===== config.mk =====
export PLATFORM = sky130hd
export DESIGN_NAME = sram_responder
export DESIGN_NICKNAME = d
export VERILOG_FILES = /design/src/rtl/sram_responder_pkg.sv /design/src/rtl/sram_responder_addr_counter.sv /design/src/rtl/sram_responder.sv
export SDC_FILE = /design/constraint.sdc
export NUM_CORES = 1
export LEC_CHECK = 0
export BUFFER_PORTS_ARGS = -buffer_cell sky130_fd_sc_hd__buf_2
export CORE_UTILIZATION = 55
export CTS_CLUSTER_SIZE = 20
export DETAILED_ROUTE_END_ITERATION = 16
export GPL_TIMING_DRIVEN = 0
export PLACE_DENSITY_LB_ADDON = 0.3
export SYNTH_ARGS = -nofsm -noshare
export SYNTH_HDL_FRONTEND = slang
export SYNTH_SLANG_ARGS = --single-unit

===== constraint.sdc =====
create_clock -name clock_i -period 3.8 [get_ports clock_i]
set_clock_uncertainty 0.2 [all_clocks]
set_input_delay 0.57 -clock clock_i [delete_from_list [all_inputs] [get_ports clock_i]]
set_output_delay 0.57 -clock clock_i [all_outputs]
set_load 0.005 [all_outputs]

===== src/rtl/sram_responder_pkg.sv =====
// Shared constants and FSM encoding for the SRAM responder.
package sram_responder_pkg;

  localparam int unsigned DefWidth = 4;
  localparam int unsigned DefDepth = 16;
  localparam int unsigned DefAw    = 4;

  typedef enum logic [1:0] {
    StIdle  = 2'd0,
    StWrite = 2'd1,
    StRead  = 2'd2
  } state_e;

endpackage


===== src/rtl/sram_responder_addr_counter.sv =====
// Wrapping address counter, advanced by one on each count strobe.
module sram_responder_addr_counter #(
  parameter int unsigned Aw = 4
) (
  input  logic          clock_i,
  input  logic          reset_i,
  input  logic          count_i,
  output logic [Aw-1:0] addr_o
);

  logic [Aw-1:0] addr_q;
  logic [Aw-1:0] addr_d;

  always_comb begin
    addr_d = addr_q;
    if (count_i) begin
      addr_d = addr_q + Aw'(1);
    end
  end

  always_ff @(posedge clock_i or posedge reset_i) begin
    if (reset_i) begin
      addr_q <= '0;
    end else begin
      addr_q <= addr_d;
    end
  end

  assign addr_o = addr_q;

endmodule


===== src/rtl/sram_responder.sv =====
// Memory-side responder for the SRAM strobe interface: register-array storage,
// write holding register, address counter and strobe-decoding FSM.
module sram_responder
  import sram_responder_pkg::*;
#(
  parameter int unsigned Width = DefWidth,
  parameter int unsigned Depth = DefDepth,
  parameter int unsigned Aw    = DefAw
) (
  input  logic             clock_i,
  input  logic             reset_i,
  input  logic             count_i,
  input  logic             latch_i,
  input  logic             de_i,
  input  logic             n_ce_i,
  input  logic             n_oe_i,
  input  logic             n_we_i,
  input  logic [Width-1:0] data_in_i,
  output logic [Width-1:0] data_out_o,
  output logic             data_oe_o,
  output logic [Aw-1:0]    addr_o,
  output logic             write_done_o,
  output logic             conflict_o
);

  state_e           state_q;
  logic [Width-1:0] hold_q;
  logic [Width-1:0] mem_q [Depth];
  logic [Width-1:0] data_out_q;
  logic             data_oe_q;
  logic             write_done_q;
  logic             conflict_q;
  logic [Aw-1:0]    addr;

  logic sel;
  logic wr_req;
  logic rd_req;
  logic commit;

  sram_responder_addr_counter #(
    .Aw(Aw)
  ) u_addr_counter (
    .clock_i(clock_i),
    .reset_i(reset_i),
    .count_i(count_i),
    .addr_o (addr)
  );

  assign sel    = ~n_ce_i;
  assign wr_req = sel & ~n_we_i;
  assign rd_req = sel & ~n_oe_i & n_we_i;
  // Exactly one commit per n_we low pulse: only on the edge that enters StWrite.
  assign commit = wr_req & (state_q != StWrite);

  always_ff @(posedge clock_i or posedge reset_i) begin
    if (reset_i) begin
      hold_q <= '0;
    end else if (latch_i && de_i) begin
      hold_q <= data_in_i;
    end
  end

  always_ff @(posedge clock_i or posedge reset_i) begin
    if (reset_i) begin
      for (int unsigned i = 0; i < Depth; i++) begin
        mem_q[i] <= '0;
      end
    end else if (commit) begin
      mem_q[addr] <= hold_q;
    end
  end

  always_ff @(posedge clock_i or posedge reset_i) begin
    if (reset_i) begin
      state_q      <= StIdle;
      data_out_q   <= '0;
      data_oe_q    <= 1'b0;
      write_done_q <= 1'b0;
      conflict_q   <= 1'b0;
    end else begin
      write_done_q <= commit;
      if (wr_req && !n_oe_i) begin
        conflict_q <= 1'b1;
      end
      unique case (state_q)
        StIdle: begin
          if (wr_req) begin
            state_q   <= StWrite;
            data_oe_q <= 1'b0;
          end else if (rd_req) begin
            state_q    <= StRead;
            data_out_q <= mem_q[addr];
            data_oe_q  <= 1'b1;
          end else begin
            data_oe_q <= 1'b0;
          end
        end
        StWrite: begin
          state_q   <= wr_req ? StWrite : StIdle;
          data_oe_q <= 1'b0;
        end
        StRead: begin
          if (wr_req) begin
            state_q   <= StWrite;
            data_oe_q <= 1'b0;
          end else if (rd_req) begin
            data_out_q <= mem_q[addr];
            data_oe_q  <= 1'b1;
          end else begin
            state_q   <= StIdle;
            data_oe_q <= 1'b0;
          end
        end
        default: begin
          state_q   <= StIdle;
          data_oe_q <= 1'b0;
        end
      endcase
    end
  end

  assign data_out_o   = data_out_q;
  assign data_oe_o    = data_oe_q;
  assign addr_o       = addr;
  assign write_done_o = write_done_q;
  assign conflict_o   = conflict_q;

endmodule

==> results.py <==
metrics = {
    "cts": {
        "htreeDepth": 3,
        "cts_setup_buffers": 0,
        "clock_sinks": 81,
        "cts_tree": "yes",
        "clk_path_buf_depth": 2,
        "ctsHoldBuffers": 0,
        "cts_buffers": 9,
        "clock_latency_ns": 0.35,
        "cts_root_buffer": "clkbuf_8",
        "cts-resized-gates": 0,
        "clkTransAtPathRegs_ns": 0.08,
    },
    "setup_path": {
        "path_max_fanout": 10,
        "cp_top_family": "flip-flops",
        "cp.arrival_ns": 2.47,
        "path_buf_inv": 2,
        "crit_path_end_kind": "flop",
        "cpMaxStageDelayCell": "dfrtp_1",
        "worstSetupPathType": "reg -> reg",
        "critPathLaunchType": "flop",
        "cp_slowest_stage_delay_ns": 0.49,
        "path_cells": "buf_2 -> inv_1 -> ha_1 -> nand2_1 -> nor2_1 -> mux2_2",
        "worst-endpoint-required_ns": 3.84,
    },
    "global_route": {
        "antenna_found_initial": 0,
        "grt_pass1_wl_mm": 13.17,
        "track_usage": 0.2414,
        "gr-total-overflow": 0,
        "grt_pass1_vias": 2432,
        "grt_max_degree": 52,
    },
    "route": {
        "avgRoutedWirePerCell_um": 19.34,
        "drt-vias-per-instance": 5.809,
        "drc_errors": 0,
        "firstDrtPassIters": 6,
        "detail_route.iter0.violations": 141,
        "totalWireLength_mm": 7.813,
        "vias": 2347,
        "ant_nets": 0,
    },
    "layout": {
        "fillers": 507,
        "final_cell_mix": "dfrtp_1, mux2_2, buf_2, nand2_1, mux4_2",
        "final_nets": 323,
        "syn_to_final_growth_pct": 13.01,
        "final_common_cell": "dfrtp_1",
        "drive_gt1_frac": 0.4805,
        "diodes": 0,
    },
    "timing": {
        "fmax_mhz": 411.2,
        "rsz0062_at_grt": "false",
        "finalSetupViolations": 0,
        "slew_headroom": 0.5382,
        "worst_slack_ns": 1.368,
        "hold_viol": 0,
        "min_period_ns": 2.432,
        "tightest_slew_ns": 0.6897,
        "tns_ns": 0,
        "fin_crit_sh": 0.6399,
        "slew_violations": 0,
    },
    "placed_design": {
        "routabilityCongestion": 0.8199,
        "port_buffers": 20,
        "hpwl_mm": 5.610,
        "dp_slack_ns": 1.409,
    },
    "outcome": {
        "status": "completed",
    },
    "worst_hold_path": {
        "hold_path.class": "in -> async",
    },
    "logic_synthesis": {
        "ys_seq_area_frac": 0.5114,
        "syn_nets": 291,
        "synth_edf_count": 0,
        "yosysUniqueCellTypes": 41,
        "ys_ff_latch": 81,
        "yosys_warnings": 0,
        "async_flop_share": 1.000,
        "netlist_instances": 271,
        "ys.flop_type": "dfrtp_1",
        "avgSynthCellArea_sq_um": 14.63,
        "netlist_area_sq_um": 3964,
    },
    "floorplan": {
        "placeableCoreArea_sq_um": 6869,
        "start_util": 0.5770,
        "rows": 30,
        "die_y_um": 86.90,
        "die_x_um": 86.90,
        "die-area_sq_um": 7551,
        "pin_count": 23,
    },
    "pwr": {
        "power_density_nw_per_um2": 788.0,
        "vdd_drop_max_mv": 0.2787,
        "leakagePower_nw": 2.042,
    },
    "job": {
        "cap_violations": 0,
    },
}
through the flow:
step / total power, W / hold WS (ns) / cell area, sq um / utilization / instances
floorplan: 0.002379 / 0.2595 / 3964 / - / 271
CTS: 0.003546 / 0.01304 / 4479 / 0.6521 / 404
finish: 0.003530 / 0.008207 / 4479 / 0.6521 / 404
global placement: 0.002679 / 0.2477 / 4184 / 0.6091 / 387
global route: 0.003734 / 0.03863 / 4479 / 0.6521 / 404
detailed placement: 0.002726 / 0.2491 / 4214 / 0.6135 / 388
cell families after synthesis:
kind of cell,after synthesis,share of synthesized area
buffers and inverters,20,0.03409
xor gates and xnor gates,3,0.006630
AOI/OAI and AO/OA,17,0.03315
adders and majority gates,8,0.02525
muxes,91,0.2932
DFF,81,0.5114
and+or+nand+nor,51,0.09628
cells in the mapped netlist (2+ instances only):
master,n,area [sq um]
dfrtp_1,81,2027
mux2_2,74,833.3
inv_1,6,22.52
a32oi_1,2,17.52
nand3_4,9,157.7
buf_4,3,22.52
clkbuf_1,4,15.01
mux4_2,10,225.2
buf_2,2,10.01
nor3_1,5,25.02
nand2_1,10,37.54
mux2i_1,4,40.04
o22ai_1,3,18.77
mux4_1,2,52.55
nand3_1,5,25.02
a211o_1,2,17.52
buf_6,4,45.04
o21ai_0,3,15.01
nor4_1,2,12.51
xnor2_1,2,17.52
and3_1,3,18.77
ha_1,8,100.1
nor2_1,9,33.78
power breakdown:
group | switching [W] | total, W | internal (W)
Combinational | 0.000630 | 0.00131 | 0.000678
Clock | 0.000319 | 0.000823 | 0.000504
Sequential | 0.000202 | 0.00140 | 0.00120
path summary, 6_finish.rpt:
| path | from | endpoint | slack (ns) | depth (start not counted) |
|---|---|---|---|---|
| worst max-delay path | u_addr_counter.addr_o[0] | mem_q[4] | 1.37 | 6 |
| worst min-delay path | reset_i | state_q[0] | 0.008 | 2 |
| worst max register to register | u_addr_counter.addr_o[0] | mem_q[4] | 1.37 | 6 |
| worst min register to register | conflict_o | conflict_o | 0.26 | 1 |
| max in group asynchronous | reset_i | mem_q[16] | 2.81 | 3 |
| min in group clock_i | data_in_i[2] | hold_q[2] | 0.25 | 2 |
metal layers:
layer	vias to the layer above	routed length, um	share of wire	track usage
li1	1076	-	-	-
met1	1199	3599	0.46	0.3389
met2	61	3767	0.48	0.3787
met3	11	323	0.041	0.05308
met4	0	123	0.016	0.07424
met5	-	0	0	0
registers in the layout, indices dropped and copies added, names as in the netlist:
| register | count |
|---|---|
| mem_q | 64 |
| data_out_o | 4 |
| hold_q | 4 |
| u_addr_counter.addr_o | 4 |
| state_q | 2 |
| conflict_o | 1 |
| data_oe_o | 1 |
| write_done_o | 1 |
layout make-up:
class	instances	area [sq um]	area share
well taps	96	120.1	0.02682
clock inverters	7	141.4	0.03156
multi-input cells	170	1802	0.4022
plain buffers	14	112.6	0.02514
clock buffers	9	123.9	0.02765
flip-flops and latches	81	2027	0.4525
repair buffers	21	127.6	0.02849
inverters	6	25.02	0.005587
worst register-to-register path: cells and delay by family, from the launching register on:
kind / cells / cell delay [ns]
fa+ha+maj: 1 / 0.36
flops: 1 / 0.49
buf+inv: 2 / 0.46
mux: 1 / 0.38
simple gates: 2 / 0.42
Power figures use the tool's default switching activity.
